<file path="config.mk">
export PLATFORM = sky130hd
export DESIGN_NAME = dram_cmd_seq
export DESIGN_NICKNAME = d
export VERILOG_FILES = /design/src/rtl/dram_pkg.sv /design/src/rtl/dram_timer.sv /design/src/rtl/dram_cmd_seq.sv
export SDC_FILE = /design/constraint.sdc
export NUM_CORES = 1
export LEC_CHECK = 0
export CORE_MARGIN = 10
export CORE_UTILIZATION = 53
export CTS_BUF_LIST = sky130_fd_sc_hd__clkbuf_16
export DETAILED_ROUTE_END_ITERATION = 7
export GPL_TIMING_DRIVEN = 0
export PLACE_DENSITY = 0.85
export REMOVE_ABC_BUFFERS = 1
export SLEW_MARGIN = 5
export SYNTH_ARGS = -nofsm -noshare
export SYNTH_HDL_FRONTEND = slang
export SYNTH_SLANG_ARGS = --single-unit
</file>
<file path="constraint.sdc">
create_clock -name clk -period 4.5 [get_ports clk]
set_input_delay 0.9 -clock clk [delete_from_list [all_inputs] [get_ports clk]]
set_output_delay 0.9 -clock clk [all_outputs]
set_load 0.01 [all_outputs]
</file>
<file path="src/rtl/dram_pkg.sv">
// Shared types for the open-row DRAM command sequencer.
// Covers the state encoding, the pin-level command encoding and the default field widths.
package dram_pkg;

  typedef enum logic [2:0] {
    IDLE,
    PRE,
    ACT,
    RDCMD,
    RDWAIT,
    WRCMD,
    WRREC,
    RSP
  } state_t;

  // {CSn, RASn, CASn, WEn}
  typedef logic [3:0] cmd_t;

  localparam cmd_t CMD_NOP   = 4'b0111;
  localparam cmd_t CMD_PRE   = 4'b0010;
  localparam cmd_t CMD_ACT   = 4'b0011;
  localparam cmd_t CMD_RD    = 4'b0101;
  localparam cmd_t CMD_WR    = 4'b0100;
  localparam cmd_t CMD_DESEL = 4'b1111;

  // The request address is {row, col}, and each field is ADDR_ROW_W bits wide.
  localparam int ADDR_ROW_W = 11;
  localparam int TMR_W      = 8;

endpackage

</file>
<file path="src/rtl/dram_timer.sv">
// Loadable down-counter with a zero flag.
// A single instance times the PRE, ACT, RDWAIT and WRREC phases.
module dram_timer
  import dram_pkg::*;
#(
  parameter int W = TMR_W
) (
  input  logic         clk,
  input  logic         rst_n,
  input  logic         load_i,
  input  logic [W-1:0] load_val_i,
  output logic         zero_o
);

  logic [W-1:0] cnt_q;

  // NOTE: sequential state uses non-blocking assignments only, so every
  // flop samples the pre-edge value of every other flop.
  always_ff @(posedge clk or negedge rst_n) begin
    if (!rst_n) begin
      cnt_q <= '0;
    end else if (load_i) begin
      cnt_q <= load_val_i;
    end else if (cnt_q != '0) begin
      cnt_q <= cnt_q - 1'b1;
    end
  end

  assign zero_o = (cnt_q == '0);

endmodule

</file>
<file path="src/rtl/dram_cmd_seq.sv">
// Open-row DRAM command sequencer. Single-word requests are turned into PRE/ACT/RD/WR
// pin sequences, and a one-cycle response pulse is returned. All outputs are registered.
module dram_cmd_seq
  import dram_pkg::*;
#(
  parameter int T_RP   = 2,
  parameter int T_RCD  = 2,
  parameter int T_CL   = 3,
  parameter int T_WR   = 1,
  parameter int DATA_W = 32,
  parameter int ROW_W  = ADDR_ROW_W
) (
  input  logic                clk,
  input  logic                rst,
  input  logic                req_valid,
  output logic                req_ready,
  input  logic                req_write,
  input  logic [2*ROW_W-1:0]  req_addr,
  input  logic [DATA_W-1:0]   req_wdata,
  output logic                rsp_valid,
  output logic [DATA_W-1:0]   rsp_rdata,
  input  logic [DATA_W-1:0]   DRAM_Q,
  output logic                DRAM_CSn,
  output logic                DRAM_RASn,
  output logic                DRAM_CASn,
  output logic                DRAM_WEn,
  output logic [ROW_W-1:0]    DRAM_A,
  output logic [DATA_W-1:0]   DRAM_D
);

  state_t              state_q, state_d;
  logic                row_open_q, row_open_d;
  logic [ROW_W-1:0]    open_row_q, open_row_d;
  logic [ROW_W-1:0]    row_q, row_d;
  logic [ROW_W-1:0]    col_q, col_d;
  logic                write_q, write_d;
  logic [DATA_W-1:0]   wdata_q, wdata_d;
  cmd_t                cmd_q, cmd_d;
  logic [ROW_W-1:0]    a_q, a_d;
  logic [DATA_W-1:0]   d_q, d_d;
  logic                ready_q, ready_d;
  logic                rsp_valid_q, rsp_valid_d;
  logic [DATA_W-1:0]   rsp_rdata_q, rsp_rdata_d;

  logic                tmr_load;
  logic [TMR_W-1:0]    tmr_val;
  logic                tmr_zero;

  logic [ROW_W-1:0]    req_row, req_col;
  logic                accept, row_hit;

  assign req_row = req_addr[2*ROW_W-1:ROW_W];
  assign req_col = req_addr[ROW_W-1:0];
  assign accept  = req_valid & ready_q;
  assign row_hit = row_open_q & (req_row == open_row_q);

  dram_timer #(.W(TMR_W)) u_timer (
    .clk        (clk),
    .rst_n      (rst),
    .load_i     (tmr_load),
    .load_val_i (tmr_val),
    .zero_o     (tmr_zero)
  );

  // Each branch computes the next state together with the pin values of that
  // next state, which keeps the command outputs registered and aligned with the state.
  always_comb begin
    // NOTE: every variable gets a default here so that no path infers a latch.
    state_d     = state_q;
    row_open_d  = row_open_q;
    open_row_d  = open_row_q;
    row_d       = row_q;
    col_d       = col_q;
    write_d     = write_q;
    wdata_d     = wdata_q;
    cmd_d       = CMD_NOP;
    a_d         = a_q;
    d_d         = '0;
    ready_d     = 1'b0;
    rsp_valid_d = 1'b0;
    rsp_rdata_d = rsp_rdata_q;
    tmr_load    = 1'b0;
    tmr_val     = '0;

    case (state_q)
      IDLE: begin
        ready_d = 1'b1;
        cmd_d   = CMD_DESEL;
        if (accept) begin
          ready_d = 1'b0;
          row_d   = req_row;
          col_d   = req_col;
          write_d = req_write;
          wdata_d = req_wdata;
          if (row_hit) begin
            state_d = req_write ? WRCMD : RDCMD;
            cmd_d   = req_write ? CMD_WR : CMD_RD;
            a_d     = req_col;
            d_d     = req_write ? req_wdata : '0;
          end else if (row_open_q) begin
            state_d    = PRE;
            cmd_d      = CMD_PRE;
            a_d        = open_row_q;
            row_open_d = 1'b0;
            tmr_load   = 1'b1;
            tmr_val    = TMR_W'(T_RP - 1);
          end else begin
            state_d  = ACT;
            cmd_d    = CMD_ACT;
            a_d      = req_row;
            tmr_load = 1'b1;
            tmr_val  = TMR_W'(T_RCD - 1);
          end
        end
      end
      PRE: begin
        if (tmr_zero) begin
          state_d  = ACT;
          cmd_d    = CMD_ACT;
          a_d      = row_q;
          tmr_load = 1'b1;
          tmr_val  = TMR_W'(T_RCD - 1);
        end
      end
      ACT: begin
        if (tmr_zero) begin
          row_open_d = 1'b1;
          open_row_d = row_q;
          state_d    = write_q ? WRCMD : RDCMD;
          cmd_d      = write_q ? CMD_WR : CMD_RD;
          a_d        = col_q;
          d_d        = write_q ? wdata_q : '0;
        end
      end
      RDCMD: begin
        state_d  = RDWAIT;
        tmr_load = 1'b1;
        tmr_val  = TMR_W'(T_CL - 1);
      end
      RDWAIT: begin
        if (tmr_zero) begin
          state_d     = RSP;
          rsp_valid_d = 1'b1;
          rsp_rdata_d = DRAM_Q;
        end
      end
      WRCMD: begin
        state_d  = WRREC;
        tmr_load = 1'b1;
        tmr_val  = TMR_W'(T_WR - 1);
      end
      WRREC: begin
        if (tmr_zero) begin
          state_d     = RSP;
          rsp_valid_d = 1'b1;
        end
      end
      RSP: begin
        state_d = IDLE;
        cmd_d   = CMD_DESEL;
        ready_d = 1'b1;
      end
      default: begin
        state_d    = IDLE;
        row_open_d = 1'b0;
        cmd_d      = CMD_DESEL;
        ready_d    = 1'b1;
      end
    endcase
  end

  always_ff @(posedge clk or negedge rst) begin
    if (!rst) begin
      state_q     <= IDLE;
      row_open_q  <= 1'b0;
      open_row_q  <= '0;
      row_q       <= '0;
      col_q       <= '0;
      write_q     <= 1'b0;
      wdata_q     <= '0;
      cmd_q       <= CMD_DESEL;
      a_q         <= '0;
      d_q         <= '0;
      ready_q     <= 1'b1;
      rsp_valid_q <= 1'b0;
      rsp_rdata_q <= '0;
    end else begin
      state_q     <= state_d;
      row_open_q  <= row_open_d;
      open_row_q  <= open_row_d;
      row_q       <= row_d;
      col_q       <= col_d;
      write_q     <= write_d;
      wdata_q     <= wdata_d;
      cmd_q       <= cmd_d;
      a_q         <= a_d;
      d_q         <= d_d;
      ready_q     <= ready_d;
      rsp_valid_q <= rsp_valid_d;
      rsp_rdata_q <= rsp_rdata_d;
    end
  end

  assign {DRAM_CSn, DRAM_RASn, DRAM_CASn, DRAM_WEn} = cmd_q;
  assign DRAM_A    = a_q;
  assign DRAM_D    = d_q;
  assign req_ready = ready_q;
  assign rsp_valid = rsp_valid_q;
  assign rsp_rdata = rsp_rdata_q;

endmodule

</file>
; ---- Yosys cells after proc, flatten, opt, wreduce, memory -nomap -nowiden
; Index checks and enable logic that the tools add are counted.
[op_classes]
addsub = 1
n_eq_ne = 13
n_mux = 46
bitwise_logic = 2
reduce_logical = 14
[ops]
columns = cell, count
row1 = $mux 32, 5
row2 = $pmux 32 s2, 1
row3 = $mux 11, 5
row4 = $pmux 11 s3, 1
row5 = $mux 3, 9
row6 = $pmux 3 s7, 1
row7 = $mux 8, 2
row8 = $pmux 4 s4, 1
row9 = $mux 1, 14
row10 = $eq 3x3->1 const B, 4
row11 = $reduce_and 4->1, 3
row12 = $eq 11x11->1, 1
row13 = $logic_not 8->1, 1
row14 = $ne 2x2->1 const B, 4
row15 = $reduce_bool 8->1, 1
row16 = $sub 8x1->8 const B, 1
row17 = $eq 3x2->1 const B, 2
row18 = $pmux 2 s3, 1
row19 = $reduce_and 2->1, 3
row20 = $mux 2, 2
row21 = $mux 4, 1
row22 = $pmux 1 s2, 2
row23 = $reduce_bool 2->1, 2
row24 = $reduce_or 2->1, 2
row25 = 6 further kinds, 7
[word_totals]
regBits = 159
input_bits = 90
output_inout_bits = 81
wordCells = 90

; ---- Logic depth before layout (Yosys ltp)
[depth]
ltp_word = 6
depth_mapped = 9
mapped_depth_nobuf = 7

; ---- By module
; Synthesis repeated with hierarchy kept, for this count alone.
[hier_totals]
hier_cells = 620
hier_area_um2 = 6862.8
[by_module_without_submodules]
columns = mod, instances, cells_per_inst, area_per_inst_um2, seq_area_each_um2
row1 = dram_cmd_seq, 1, 564, 6368.6, 3784.9
row2 = dram_timer, 1, 56, 494.2, 200.2

; ---- Least setup slack after synthesis
; No wires, ideal clock.
[synth_timing]
path_kind = reg-to-reg
start = reg u_timer.cnt_q[3]
end = reg a_q[1], in the netlist DRAM_A[1]
setup_time_ps = 132
arrival_ps = 2387
required_ps = 4368
setup_slack_ps = 1981
stages_incl_launch_ff = 8
path_buffers = 2
period_less_slack_ps = 2519
cell_sequence = dfrtp_1 or4_4 or4_4 buf_6 a211o_1 buf_6 a221oi_1 o21ai_1
[synth_between]
elab_chain_len = 3
elab_cells_between_ends = 4
classes_between = eq/ne (2) / reduce/logical (2)
[synth_rtl]
columns = element, line_no
row1 = from (decl), dram_timer.sv:15  ; logic [W-1:0] cnt_q;
row2 = from (signal assigned), dram_timer.sv:23  ; cnt_q <= load_val_i;
row3 = from (signal assigned), dram_timer.sv:25  ; cnt_q <= cnt_q - 1'b1;
row4 = $logic_not 8->1 (*), dram_timer.sv:29  ; assign zero_o = (cnt_q == '0);
row5 = $ne 2x2->1 (no source line), n/a
row6 = $reduce_and 4->1 (no source line) (*), n/a
row7 = to (signal assigned), dram_cmd_seq.sv:182  ; a_q <= '0;
row8 = to (signal assigned), dram_cmd_seq.sv:196  ; a_q <= a_d;
row9 = to (decl), dram_cmd_seq.sv:39  ; logic [ROW_W-1:0] a_q, a_d;
; Mark *: on every way between the ends. The rest lies on a longest branch, timed or not.
; A chain may end at the register's enable or synchronous reset.

; ---- Worst setup path in the final report
[layout_timing]
start = reg u_timer.cnt_q[3]
end = reg d_q[17], in the netlist DRAM_D[17]
[layout_between]
elab_chain_len = 3
[layout_rtl]
columns = element, line_no
row1 = $logic_not 8->1, dram_timer.sv:29
row2 = $mux 32, dram_cmd_seq.sv:126  ; if (tmr_zero) begin
row3 = $pmux 32 s2, dram_cmd_seq.sv:85  ; case (state_q)
row4 = named net d_d[17], dram_cmd_seq.sv:40  ; logic [DATA_W-1:0] d_q, d_d;
row5 = to (signal assigned), dram_cmd_seq.sv:183  ; d_q <= '0;
row6 = to (signal assigned), dram_cmd_seq.sv:197  ; d_q <= d_d;
row7 = to (decl), dram_cmd_seq.sv:40
; The timed path passes the listed nets, and every way through them passes these cells.

==> summary.md <==
| Metric | Value |
|---|---|
| Area grow syn2layout | 35.8% |
| ANT cells | 0 |
| Commonest non-fill, non-tap cells in the layout | nand2_1 (173), clkdlybuf4s50_1 (169), dfrtp_1 (154) |
| Status | finished clean |
| Min Clock Period, post-route | 3.61 ns |
| Total setup buffers inserted after CTS | 0 |
| TritonCTS clock tree | yes |
| Post-CTS Hold Fix Bufs | 0 |
| Critical Path Slowest Stage Cell | nor2_4 |
| Vias | 5490 |
| Routed WL | 18.9 mm |
| Switching power | 1.85 mW |
| Yosys warns | 0 |
| Worst Path Required | 4.85 ns |
| Initial Utilization | 53.9% |
| FP Rows | 41 |
| Cells after Synth | 625 |
| Syn avg cell area | 10.8 sq um |
| Die width | 133 um |
| Drt pass-1 iters | 5 |
| Vias in the first global route | 5774 |
| H-tree levels | 4 |
| First-pass GRT wire length | 31.3 mm |
| Worst min path class | in2async |
| Switching part of the total | 33.9% |
| Placeable core region | 12600 sq um |
| Async S/R FF share, synth | 100% |
| Critical Path Sink Type | register |
| Crit-path max cell delay | 0.95 ns |
| CP cell instances | or4_4 -> nor3_2 -> nand3_1 -> nor2_4 -> a32o_1 |
| Sequential cell area fraction in the yosys report | 58.8% |
| Vias per cell | 5.71 |
| Peak VDD IR | 0.361 mV |
| Sum of buffers and inverters on the critical path | 0 |
| Pint | 3.61 mW |
| Clk slew on worst S/H paths | 0.06 ns |
| FF+latch count, synth | 159 |
| Clock buffer depth | 2 |
| Max Cap Viol | 0 |
| Final setup violating endpoints | 0 |
| Clock Sink Count | 159 |
| CTS buffer count | 17 |
| Post-CTS resize count | 0 |
| Unrepaired setup endpoints after global routing | false |
| Buffers added on ports | 170 |
| Routed len/inst | 19.7 um |
| Total grt overflow | 0 |
| Worst Setup Start Kind | register |
| Initial antenna violation count | 0 |
| Reg2reg start | u_timer.cnt_q[3] |
| Pwr per Cell Area | 593 nW/um^2 |
| Clock power share | 23.8% |
| Commonest non-fill, non-tap cell in the layout | nand2_1 |
| Final RePlAce weighted congestion | 0.832 |
| Final HPWL DP | 13.0 mm |
| Tot Pwr | 5.46 mW |
| Cells on worst reg2reg path | 5 |
| I/O pin total | 171 |
| Layout net count | 869 |
| CP arrival | 3.96 ns |
| GRT Util Overall | 21.8% |
| Worst slew pin tran | 1.11 ns |
| Setup Crit Path Kind | reg2reg |
| Post-synth cell types | 45 |
| Achievable Freq | 0.277 GHz |
| Comb pwr share | 31.5% |
| Die ar. | 17700 sq um |
| Largest net degree at the start of global routing | 105 |
| Clock root cell | clkbuf_16 |
| Crit-path leading delay family | simple AND/OR/NAND/NOR gates |
| DRT iter0 DRCs | 524 |
| Fill cells | 884 |
| Max_slew headroom | 25.8% |
| Seq pwr share | 44.7% |
| Share of cells above drive strength 1 | 12.0% |
| Setup TNS | 0 ns |
| Hold Vio Cnt, Final | 0 |
| Clk_lat worst skew | 0.42 ns |
| Primary FF master, synth | dfrtp_1 |
| Worst setup startpoint | u_timer.cnt_q[3] |
| Setup Skew | 0.00788 ns |
| Number of synthesized flops with an enable pin | 0 |
| Synthesized cell area | 6780 sq um |
| Pleak | 4.00 nW |
| Levels on crit path | 5 |
| Final period util | 80.3% |
| Max Slew Vio Count | 0 |
| Worst-path fanout max | 32 |
| Residual DRC | 0 |
| Post-route ant nets | 0 |
| Chip height | 133 um |
[stage by stage]
step           util (%)  instances  hold WS (ns)  area, sq um  worst slack, ns
2_1_floorplan         -        582         0.446         6600           0.0153
3_3_place_gp       67.7        924         0.458         8510            -3.55
3_5_place_dp       68.8        929         0.464         8640            0.761
4_1_cts            73.1        961         0.401         9190            0.958
5_1_grt            73.2        962         0.403         9200            0.738
6_report           73.2        962         0.381         9200            0.885
[flip-flops by register name, summed over array words and instances, names as in the netlist, 8 cells and up]
name / cells
rsp_rdata: 32
DRAM_A: 11
u_timer.cnt_q: 8
col_q: 11
open_row_q: 11
row_q: 11
DRAM_D: 32
wdata_q: 32
[metal layers]
metal | global-route usage (%) | wire length, um
met1 | 26.6 | 7500
met2 | 36.6 | 9640
met3 | 5.83 | 1480
met4 | 7.27 | 307
met5 | 0 | 0
[worst register-to-register path, stage by stage, from the launching register on]
cell     delay, ns
dfrtp_1       0.44
or4_4         0.59
nor3_2        0.52
nand3_1       0.78
nor2_4        0.96
a32o_1        0.26
[power groups by stage]
stage	clock network, mW	registers [mW]	logic, mW
after CTS	1.33	2.43	1.74
after floorplan	0	2.42	0.875
final	1.30	2.44	1.72
after global placement	0	2.39	1.63
after detailed placement	0	2.45	1.72
after global routing	1.39	2.50	1.91
[cell families after synthesis]
logic type / after synthesis / share of synthesized area [%]
multiplexers: 54 / 8.77
AND/OR/NAND/NOR: 241 / 14.8
adder cells (fa/ha/maj): 2 / 0.369
buffers and inverters: 51 / 3.12
AO/OA/AOI/OAI: 101 / 11.9
flip-flops: 159 / 58.8
XOR/XNOR: 17 / 2.20
[cell type report]
class,count,area [sq um],share of cell area (%)
Timing Repair Buffer,176,1820,19.7
Multi-Input combinational cell,415,2610,28.4
Clock inverter,15,116,1.26
Sequential cell,159,3990,43.3
Inverter,8,30.0,0.326
Clock buffer,17,425,4.62
Tap cell,172,215,2.34
[path summary, 6_finish.rpt]
check | to | slack, ns
max | DRAM_D[17] | 0.89
min | DRAM_A[0] | 0.38
max reg2reg | DRAM_D[17] | 0.89
min reg2reg | wdata_q[31] | 0.48
max in group asynchronous | wdata_q[28] | 3.28
min in group clk | wdata_q[31] | 0.48
[cell usage after synthesis, types with 3 or more instances]
| library cell | instances | area, sq um |
|---|---|---|
| mux2_2 | 43 | 484 |
| inv_1 | 8 | 30.0 |
| a221oi_1 | 9 | 78.8 |
| a32o_1 | 33 | 330 |
| a22oi_1 | 12 | 90.1 |
| dfstp_2 | 5 | 131 |
| nor3_1 | 12 | 60.1 |
| o21ai_0 | 10 | 50.1 |
| a211oi_1 | 8 | 60.1 |
| dfrtp_1 | 154 | 3850 |
| mux2i_1 | 11 | 110 |
| nand2_1 | 173 | 649 |
| nor2b_1 | 3 | 18.8 |
| o21ai_1 | 11 | 55.1 |
| a21oi_1 | 3 | 15.0 |
| clkbuf_1 | 34 | 128 |
| nand3_1 | 4 | 20.0 |
| buf_1 | 5 | 18.8 |
| xnor2_1 | 15 | 131 |
| nand4_1 | 8 | 50.1 |
| nor2_1 | 27 | 101 |
Power figures use the tool's default switching activity.
==> RTL edit (config.mk and constraints unchanged) <==
Set the parameter `DATA_W` to 64 (it was 32).
--- a/src/rtl/dram_cmd_seq.sv
+++ b/src/rtl/dram_cmd_seq.sv
@@ -8,5 +8,5 @@
   parameter int T_CL   = 3,
   parameter int T_WR   = 1,
-  parameter int DATA_W = 32,
+  parameter int DATA_W = 64,
   parameter int ROW_W  = ADDR_ROW_W
 ) (
Interface: changed (resized DRAM_D, DRAM_Q, req_wdata and rsp_rdata); port bits go from 171 to 299. The function was not compared with the original's and may differ.
==> RTL edit against the unedited design <==
- routed wire length increased by 58%
- register-to-register slack improved by 0.26 ns
- final area increased by 58%
- fmax decreased by 0.87%
- sequential power increased by 52%
- worst setup slack got worse by 0.032 ns
- highest routed layer is now met5
- synthesized cell count increased by 40%
- area after synthesis increased by 54%
- sequential cell count increased by 96
- power increased by 57%
- critical path depth increased by 8
- core utilization increased by 1.9 points
==> RTL edit: results (changes against the unedited design) <==
[layout]
drive_above_1_share_pct=13.42  ; +1.4 points
fin_nets=1313  ; +51%
diodes=0  ; unchanged

[clock_network]
cts_root_buf=clkbuf_16
clk_latency_ns=0.52  ; +0.10 ns
max-clock-path-buffers=3  ; +1
ctsHtreeMaxLevel=1  ; -3
cts_setup_buffers=0  ; unchanged
path_clk_slew_ns=0.06  ; about the same
cts_resized=0  ; unchanged
cts_buffers=26  ; +9

[global_routing]
grt_pass1_vias=8239  ; +43%
grt_max_degree=120  ; +14%
antenna_found_initial=1  ; +1
grt_pass1_wl_mm=47.54  ; +52%
grtUsageTotal_pct=22.78  ; +0.95 points

[worst_setup_path]
worst_r2r_startpoint=row_open_q
worst-path-max-fanout=10  ; -69%
cpPeakStageDelay_ns=0.58  ; -0.37 ns
reg2reg_slack_ns=1.15  ; +0.26 ns
r2r-end=DRAM_D[42]
critical-path-top-delay-family=buffers and inverters
r2r_cells=11  ; +6
cp_slowest_cell=nor4_2

[drt]
firstDrtPassIters=4  ; -1
vias=7839  ; +43%
drtIter0Drc=603  ; +15%
drt-total-wl_mm=29.86  ; +58%

[power]
ir_drop_mv=0.3339  ; -7.4%
swShare_pct=30.93  ; -3.0 points
cellLeakagePower_uw=0.006571  ; +64%

[yosys]
async_flop_share_pct=100.0  ; unchanged
synthTopCellsByArea=dfrtp_1 60%, nand2_1 9.6%, mux2_2 8.7%
ys_seq_area_share_pct=61.34  ; +2.5 points
synthDistinctLibCells=56  ; +24%
synthTopCellsByCount=265 x nand2_1, 250 x dfrtp_1, 80 x mux2_2, 64 x a32o_1
ys.flop_type=dfrtp_1
yosysWarnings=0  ; unchanged

[placed_design]
numPortBuffers=298  ; +75%
place_ws_ns=0.3674  ; -0.3939 ns
dp_hpwl_mm=21.12  ; +62%
gp_congestion=0.8337  ; +0.16%

[timing]
tightest_slew_ns=1.152  ; +0.03994 ns
finClkSkew_ns=0.02067  ; +0.01279 ns

[run_status]
status=finished, final reports clean

[min_path]
hold_path.class=primary input to async pin

-- RTL edit: cell families after synthesis --
logic type | share of synthesized area, %
buffers and inverters | 3.497
xor gates and xnor gates | 1.430
DFF | 61.34
AOI/OAI and AO/OA | 9.794
and+or+nand+nor | 12.18
adders and majority gates | 0.2403
muxes | 11.51
-- RTL edit: worst max-delay path by stage --
stage,slack (ns),to,start,depth (start not counted)
global route,0.77,DRAM_D[8],req_addr[13],13
floorplan,-1.89,DRAM_D[0],req_addr[13],4
detailed placement,0.37,DRAM_D[26],req_addr[18],13
CTS,0.89,DRAM_D[26],req_addr[18],13
global placement,-8.27,rsp_rdata[13],rst,1
finish,0.85,DRAM_D[42],req_addr[18],13
-- RTL edit: area by class of cell --
cell class                      instances  area (sq um)
Sequential cell                       255          6387
Fill cell                            1285          4837
Multi-Input combinational cell        552          3684
Timing Repair Buffer                  316          3261
Clock buffer                           27         675.6
Tap cell                              265         331.6
Clock inverter                         21         200.2
Inverter                                6         22.52
-- RTL edit: through the flow --
| stage | std cells | hold WS [ns] | util [%] | area (sq um) |
|---|---|---|---|---|
| global placement | 1376 | 0.4572 | 69.00 | 13390 |
| detailed placement | 1394 | 0.4629 | 70.55 | 13690 |
| floorplan | 813 | 0.4460 | - | 10070 |
| CTS | 1442 | 0.2007 | 75.06 | 14560 |
| finish | 1442 | 0.2193 | 75.06 | 14560 |
| global route | 1442 | 0.2021 | 75.06 | 14560 |
-- RTL edit: power groups by stage --
stage / logic [uW] / clock network, uW / registers (uW)
6_report: 2700 / 2190 / 3710
5_1_grt: 2950 / 2350 / 3820
4_1_cts: 2740 / 2240 / 3710
3_5_place_dp: 2710 / 0 / 3730
3_3_place_gp: 2580 / 0 / 3680
2_1_floorplan: 1200 / 0 / 3780
-- RTL edit: metal layers --
layer,vias up,GRT usage (%),part of all wire [%]
li1,3605,-,-
met4,2,4.925,1.7
met1,3904,27.18,40
met3,37,8.278,9.0
met2,291,38.70,50
met5,-,0,0.027
-- RTL edit: worst register-to-register path: stages, from the launching register on --
cell and delay, ns:
dfrtp_1 0.72, nand4_1 0.30, nor4_2 0.57, buf_4 0.26, buf_4 0.19, buf_4 0.17
buf_4 0.18, buf_4 0.17, buf_4 0.16, buf_4 0.19, buf_4 0.19, a32o_1 0.18
